--- config.mk ---
export PLATFORM = sky130hd
export DESIGN_NAME = func_gen_multi
export DESIGN_NICKNAME = d
export VERILOG_FILES = /design/src/rtl/func_gen_multi.sv
export SDC_FILE = /design/constraint.sdc
export NUM_CORES = 1
export LEC_CHECK = 0
export ABC_AREA = 1
export BUFFER_PORTS_ARGS = -buffer_cell sky130_fd_sc_hd__buf_2
export CAP_MARGIN = 30
export CORE_MARGIN = 4
export CORE_UTILIZATION = 30
export DETAILED_ROUTE_END_ITERATION = 12
export RECOVER_POWER = 100
export SLEW_MARGIN = 10
export SYNTH_ARGS = -nofsm -noshare
export SYNTH_HDL_FRONTEND = slang
export SYNTH_SLANG_ARGS = --single-unit
--- constraint.sdc ---
create_clock -name clk -period 2.6 [get_ports clk]
set_input_delay 0.52 -clock clk [delete_from_list [all_inputs] [get_ports clk]]
set_output_delay 0.52 -clock clk [all_outputs]
set_load 0.02 [all_outputs]
--- src/rtl/func_gen_multi.sv ---
// Multi-channel function generator.
// Each channel divides the clock, steps a phase accumulator on every divider
// tick and turns the phase into one of eight waveforms with a selectable
// amplitude shift. New settings are staged in a pending register and take
// effect at a phase wrap, on sync, or at once while the channel is disabled.
module func_gen_multi #(
  parameter int CHANNELS = 2,
  parameter int DATA_W   = 8,
  parameter int DIV_W    = 8
) (
  input  logic                       clk,
  input  logic                       rst,
  input  logic [CHANNELS-1:0]        enable,
  input  logic                       sync,
  input  logic                       cfg_we,
  input  logic [2:0]                 cfg_ch,
  input  logic [DIV_W-1:0]           cfg_div,
  input  logic [2:0]                 cfg_func,
  input  logic [1:0]                 cfg_amp,
  input  logic [DATA_W-1:0]          cfg_phase,
  output logic [CHANNELS*DATA_W-1:0] out,
  output logic [CHANNELS-1:0]        sample_stb
);

  localparam logic [DATA_W-1:0] MAX_V      = {DATA_W{1'b1}};
  localparam logic [DATA_W-1:0] MID_V      = {1'b1, {(DATA_W-1){1'b0}}};
  localparam logic [DATA_W-1:0] STAIR_MASK = ~DATA_W'(15);

  genvar gi;
  generate
    for (gi = 0; gi < CHANNELS; gi++) begin : g_ch
      // active configuration
      logic [DIV_W-1:0]  div_reg;
      logic [2:0]        func_reg;
      logic [1:0]        amp_reg;
      logic [DATA_W-1:0] off_reg;
      // staged configuration waiting for its apply point
      logic [DIV_W-1:0]  pdiv_reg;
      logic [2:0]        pfunc_reg;
      logic [1:0]        pamp_reg;
      logic [DATA_W-1:0] poff_reg;
      logic              pv_reg, pv_next;
      // running state
      logic [DIV_W-1:0]  cnt_reg, cnt_next;
      logic [DATA_W-1:0] phase_reg, phase_next;
      logic              chg_reg, chg_next;
      logic [DATA_W-1:0] out_reg;
      logic              stb_reg;
      // decode
      logic              en;
      logic              wr_hit;
      logic              tick;
      logic              wrap;
      logic              apply_cfg;
      logic [DATA_W-1:0] dbl;
      logic [DATA_W-1:0] wave;
      logic [DATA_W-1:0] scaled;

      assign en     = enable[gi];
      assign wr_hit = cfg_we && (int'(cfg_ch) == gi);
      // >= rather than == so a counter frozen above a newly shrunk divider still ticks
      assign tick   = en && (cnt_reg >= div_reg);
      assign wrap   = tick && (phase_reg == MAX_V);
      assign dbl    = {phase_reg[DATA_W-2:0], 1'b0};

      // waveform lookup from the current phase, then amplitude shift
      always_comb begin
        wave = '0;
        case (func_reg)
          3'b000: wave = phase_reg;
          3'b001: wave = MAX_V - phase_reg;
          3'b010: wave = phase_reg[DATA_W-1] ? (MAX_V - dbl) : dbl;
          3'b011: wave = phase_reg[DATA_W-1] ? '0 : MAX_V;
          3'b100: wave = (phase_reg[DATA_W-1:DATA_W-2] == 2'b00) ? MAX_V : '0;
          3'b101: wave = phase_reg & STAIR_MASK;
          3'b110: wave = MID_V;
          default: wave = '0;
        endcase
        scaled = wave >> (2'd3 - amp_reg);
      end

      // divider, phase and pending-config sequencing; sync overrides ticking
      always_comb begin
        apply_cfg  = 1'b0;
        cnt_next   = cnt_reg;
        phase_next = phase_reg;
        chg_next   = 1'b0;
        if (sync) begin
          apply_cfg  = pv_reg;
          cnt_next   = '0;
          phase_next = pv_reg ? poff_reg : off_reg;
          chg_next   = en;
        end else if (en) begin
          if (tick) begin
            cnt_next   = '0;
            chg_next   = 1'b1;
            apply_cfg  = wrap && pv_reg;
            phase_next = (wrap && pv_reg) ? poff_reg : phase_reg + 1'b1;
          end else begin
            cnt_next = cnt_reg + 1'b1;
          end
        end else if (pv_reg) begin
          // idle channel: nothing to wait for, adopt the staged settings now
          apply_cfg  = 1'b1;
          phase_next = poff_reg;
        end
        // a write landing on an apply edge is kept for the next apply point
        pv_next = wr_hit ? 1'b1 : (apply_cfg ? 1'b0 : pv_reg);
      end

      // state registers; the output stage trails the phase change by one clock
      always_ff @(posedge clk or negedge rst) begin
        if (!rst) begin
          div_reg   <= '0;
          func_reg  <= 3'b111;
          amp_reg   <= 2'b11;
          off_reg   <= '0;
          pdiv_reg  <= '0;
          pfunc_reg <= 3'b111;
          pamp_reg  <= 2'b11;
          poff_reg  <= '0;
          pv_reg    <= 1'b0;
          cnt_reg   <= '0;
          phase_reg <= '0;
          chg_reg   <= 1'b0;
          out_reg   <= '0;
          stb_reg   <= 1'b0;
        end else begin
          cnt_reg   <= cnt_next;
          phase_reg <= phase_next;
          chg_reg   <= chg_next;
          pv_reg    <= pv_next;
          if (apply_cfg) begin
            div_reg  <= pdiv_reg;
            func_reg <= pfunc_reg;
            amp_reg  <= pamp_reg;
            off_reg  <= poff_reg;
          end
          if (wr_hit) begin
            pdiv_reg  <= cfg_div;
            pfunc_reg <= cfg_func;
            pamp_reg  <= cfg_amp;
            poff_reg  <= cfg_phase;
          end
          if (chg_reg && en) begin
            out_reg <= scaled;
            stb_reg <= 1'b1;
          end else begin
            stb_reg <= 1'b0;
          end
        end
      end

      assign out[gi*DATA_W +: DATA_W] = out_reg;
      assign sample_stb[gi]           = stb_reg;
    end
  endgenerate

endmodule
== Yosys cells after proc, flatten, opt, wreduce, memory -nomap -nowiden ==
Cells that the tools add are included.
Widths: inputs -> output; s select.
Word-level totals
  register bits after elaboration: 138
  bits of input ports: 30
  output and inout bits: 18
  word-level logic and storage cells: 128
Cells by class
  $add $sub $neg: 10
  magnitude comparators: 2
  eq/ne operators: 17
  shifts and indexed selects: 2
  multiplexer cells: 46
  reductions and logical operators: 23
Operators with widths (count)
  $mux 8: 24
  $pmux 8 s7: 2
  $add 8x1->8 const B: 4
  $sub 8x8->8 const A: 4
  $mux 1: 20
  $eq 3x3->1 const B: 6
  $eq 8x8->1 const B: 2
  $ge 8x8->1: 2
  $shr 8x2->8: 2
  $eq 3x2->1 const B: 5
  $logic_and 1x1->1: 10
  $logic_not 3->1: 3
  $reduce_bool 2->1: 4
  $eq 3x1->1 const B: 2
  $ne 3x1->1 const B: 2
  $reduce_bool 3->1: 2
  $logic_not 2->1: 2
  $reduce_and 2->1: 2
  $sub 2x2->2 const A: 2

== Longest topological paths before layout ==
  depth in word-level cells: 9
  depth in mapped cells: 16
  mapped depth without buffers: 15

== Worst setup path after synthesis ==
Ideal clock, no wire load.
  path kind: reg-to-reg
  from: register g_ch[1].div_reg[7]
  to: register g_ch[1].div_reg[1]
  library setup time: 0.118 ns
  arrival: 1.682 ns
  data required time: 2.482 ns
  setup slack: 0.801 ns
  stages on the path, launching flop included: 13
  path buffers: 1
  clock period less this slack: 1.799 ns
  cell sequence: dfrtp_1 > inv_1 > ha_1 > a21o_1 > nor2_2 > nand3_1 > nand2_1 > nand2_2 > nand2_4 > clkinv_4 > buf_12 > nand2_2 > o21ai_2
On the way
  cells in the longest elaborated chain, start to end: 7
RTL lines
  start: declaration: line 33  | logic [DIV_W-1:0] div_reg;
  start signal: assignment: line 134  | div_reg <= pdiv_reg;
  $ge 8x8->1 (*): line 62  | assign tick = en && (cnt_reg >= div_reg);
  $logic_and 1x1->1 (*): line 62
  $logic_and 1x1->1: line 63  | assign wrap = tick && (phase_reg == MAX_V);
  $logic_and 1x1->1: line 97  | apply_cfg = wrap && pv_reg;
  $mux 1 (*): line 94  | if (tick) begin
  $mux 1 (*): line 93  | end else if (en) begin
  $mux 1 (*): line 88  | if (sync) begin
Mark *: on every way between the ends. The rest lies on a longest branch, timed or not.
A chain may end at the register's enable or synchronous reset.

== Final worst setup path ==
  from: register g_ch[0].cnt_reg[4]
  to: register g_ch[0].phase_reg[0]
On the way
  cells in the longest elaborated chain, start to end: 8
  elaborated cells on any way between the ends: 10
  classes of those cells: 1 x order compare; 1 x eq/ne; 4 x mux; 4 x reduce/logical
RTL lines
  start: declaration: line 44  | logic [DIV_W-1:0] cnt_reg, cnt_next;
  start signal: assignment: line 129  | cnt_reg <= cnt_next;
  $ge 8x8->1 (*): line 62
  $logic_and 1x1->1 (*): line 62
  $logic_and 1x1->1: line 63
  $logic_and 1x1->1: line 98  | phase_next = (wrap && pv_reg) ? poff_reg : phase_reg + 1'b1;
  $mux 8: line 98
  $mux 8: line 94
  $mux 8: line 93
  $mux 8: line 88
  end signal: assignment: line 130  | phase_reg <= phase_next;
  end: declaration: line 45  | logic [DATA_W-1:0] phase_reg, phase_next;
Mark *: on every way between the ends. The rest lies on a longest branch, timed or not. The select of a mux whose other input is x is not followed.

==> impl_metrics.py <==
metrics = {
    "clocking": {
        "cts.sinks": 138,
        "cts_setup_buffers": 0,
        "root_buffer": "clkbuf_16",
        "clock_latency_ns": 0.42,
        "cts_buffer_depth": 2,
        "cts_tree": "yes",
        "clk_pin_slew_ns": 0.06,
        "cts_buffers": 17,
        "htreeDepth": 4,
        "cts_resized": 0,
        "ctsHoldBuffers": 0,
    },
    "yosys": {
        "netlist_top_cells_count": "nand2_1 (199), inv_1 (120), dfrtp_1 (118)",
        "yosysWarnings": 0,
        "synth_ff_type": "dfrtp_1",
        "syn_area_um2": 7500,
        "ys_seq_elements": 138,
        "synthArstFlopShare": 1.00,
        "syn_nets": 988,
        "yosysTopAreaCell": "dfrtp_1",
        "synth.distinct_cells": 42,
        "synth_edf_count": 0,
        "yosysMostFrequentCell": "nand2_1",
        "yosysSeqAreaShare": 0.464,
        "synth_top_area_frac": 0.394,
        "synth_area_leaders": "dfrtp_1 (39%), nand2_1 (10%), dfstp_2 (7.0%)",
        "synthesis.instances": 934,
        "avgSynthCellArea_um2": 8.03,
    },
    "drt": {
        "first_pass_iters": 6,
        "viasPerCell": 4.72,
        "drt-initial-drc-count": 407,
        "antenna_left": 0,
        "wl_per_cell_um": 13.2,
        "routed_wl_mm": 17.2,
        "via_count": 6164,
        "drc": 0,
    },
    "floorplan": {
        "die_area_um2": 27600,
        "start_util": 0.307,
        "core_area_um2": 24500,
        "die_h_um": 166,
        "row_count": 57,
        "fp.dieW_um": 166,
        "boundaryPins": 48,
    },
    "timing": {
        "slew_headroom": -0.0922,
        "slew_viol_final": 145,
        "fin_crit_ns": 2.21,
        "fmax_mhz": 452,
        "clock_skew_ns": 0.00865,
        "tightest_slew_ns": 1.64,
        "setup-violations-final": 0,
        "setup_tns_ns": 0,
        "hold_viol": 0,
        "rsz0062_at_grt": "no",
        "period_share": 0.850,
    },
    "cells_and_area": {
        "syn2layout_area_growth_pct": 14.0,
        "n_fill_cell": 2529,
        "final_util": 0.350,
        "drive_above_1_share": 0.106,
        "layout.nets": 1024,
        "num_antenna_cells": 0,
    },
    "power": {
        "power_density_nw_per_um2": 899,
        "irDropWorstVdd_uv": 399,
        "p_total_mw": 7.69,
        "p_leak_nw": 4.09,
    },
    "global_routing": {
        "grt_max_degree": 59,
        "grt_antenna_before_repair": 0,
        "grt_pass1_wl_mm": 30.1,
        "grt_pass1_vias": 6110,
        "grt_remaining_overflow": 0,
        "grtUsageTotal": 0.130,
    },
    "place": {
        "hpwl_mm": 12.4,
        "gp_congestion": 0.811,
        "numPortBuffers": 47,
    },
    "setup_path": {
        "cp-start-kind": "register",
        "endpoint_kind": "register",
        "crit_type": "reg2reg",
        "crit_required_ns": 2.94,
        "cp.arrival_ns": 2.55,
        "path_max_fanout": 9,
    },
    "run": {
        "max-cap-violations": 3,
    },
    "run_status": {
        "outcome": "finished with violations",
        "violations": "capacitance limit, slew limit",
    },
    "worst_hold_path": {
        "hold_class": "in2reg",
    },
}
==> worst paths after layout <==
path,slack [ns],cells after the start,to,from
min reg2reg,0.48,2,g_ch[1].amp_reg[0]$_DFFE_PN1P_,g_ch[1].pamp_reg[0]$_DFFE_PN1P_
min,0.38,3,g_ch[1].pdiv_reg[3]$_DFFE_PN0P_,cfg_div[3]
max in group asynchronous,1.11,2,g_ch[1].pamp_reg[0]$_DFFE_PN1P_,rst
min in group asynchronous,0.50,1,g_ch[1].div_reg[3]$_DFFE_PN0P_,rst
max,0.39,11,g_ch[0].phase_reg[0]$_DFFE_PN0P_,g_ch[0].cnt_reg[4]$_DFFE_PN0P_
max reg2reg,0.39,11,g_ch[0].phase_reg[0]$_DFFE_PN0P_,g_ch[0].cnt_reg[4]$_DFFE_PN0P_
==> routing by layer <==
metal / global-route usage / up-vias / wire, um
met5: 0 / - / 0
met1: 0.179 / 2947 / 8460
li1: - / 3098 / -
met3: 0.0233 / 23 / 468
met2: 0.205 / 96 / 8000
met4: 0.0502 / 0 / 291
==> cells in the final DEF (no fill, tap or decap), types with 3 or more instances in the layout <==
| cell type | netlist | routed |
|---|---|---|
| inv_2 | 3 | 3 |
| xor2_1 | 26 | 26 |
| inv_1 | 120 | 120 |
| o21ai_2 | 7 | 7 |
| nor3_1 | 10 | 10 |
| xnor2_1 | 5 | 5 |
| dfstp_2 | 20 | 19 |
| dfrtp_1 | 118 | 118 |
| nand2_2 | 13 | 3 |
| clkinvlp_4 | 0 | 5 |
| o22ai_1 | 17 | 17 |
| nand2_1 | 199 | 209 |
| clkbuf_1 | 16 | 21 |
| o211ai_1 | 3 | 3 |
| nand4_1 | 5 | 6 |
| buf_2 | 7 | 28 |
| o21ai_0 | 84 | 100 |
| nor2_1 | 80 | 81 |
| nand3_1 | 66 | 67 |
| o2111ai_1 | 6 | 6 |
| bufinv_16 | 0 | 4 |
| ha_1 | 24 | 24 |
| a21oi_1 | 48 | 48 |
| o21ai_1 | 21 | 5 |
| clkbuf_16 | 0 | 17 |
==> critical path, stage by stage, from the launching register on <==
cell and delay [ns]:
dfrtp_1 0.44, ha_1 0.30, nand2_1 0.04, nor2_1 0.12
nand2_1 0.07, nand2_1 0.11, nand2_1 0.10, nand2_1 0.28
nand2_2 0.19, inv_1 0.25, nor2_1 0.08, a21oi_1 0.14
==> kinds of logic after synthesis <==
| group | synth area share |
|---|---|
| simple gates | 0.219 |
| compound gates | 0.145 |
| buf+inv | 0.0945 |
| flops | 0.464 |
| xor+xnor | 0.0362 |
| fa+ha+maj | 0.0400 |
| mux | 0.00133 |
==> area by class of cell <==
class,instances,area [um2],area share
timing repair buffer,54,279,0.0326
multi-input combinational,634,3280,0.383
clock buffer,19,453,0.0529
clock inverter,13,189,0.0221
inverter,125,474,0.0554
tap,324,405,0.0474
sequential,138,3480,0.407
==> power by group <==
group / leakage (nW) / internal, mW / total [mW] / switching [mW]
logic: 2.08 / 0.718 / 1.98 / 1.26
clock network: 0.298 / 1.66 / 2.61 / 0.954
registers: 1.71 / 2.69 / 3.10 / 0.409
total: 4.09 / 5.07 / 7.69 / 2.62
==> through the flow <==
step	hold WS (ns)	worst slack, ns	instance area (um2)	cells
finish	0.380	0.390	8560	1307
global route	0.378	0.107	8560	1307
CTS	0.0956	0.446	8630	1307
detailed placement	0.466	0.464	7990	1275
global placement	0.467	0.513	7990	1275
floorplan	0.224	0.801	7500	934
Note: power is estimated with default switching activity, not from simulation.
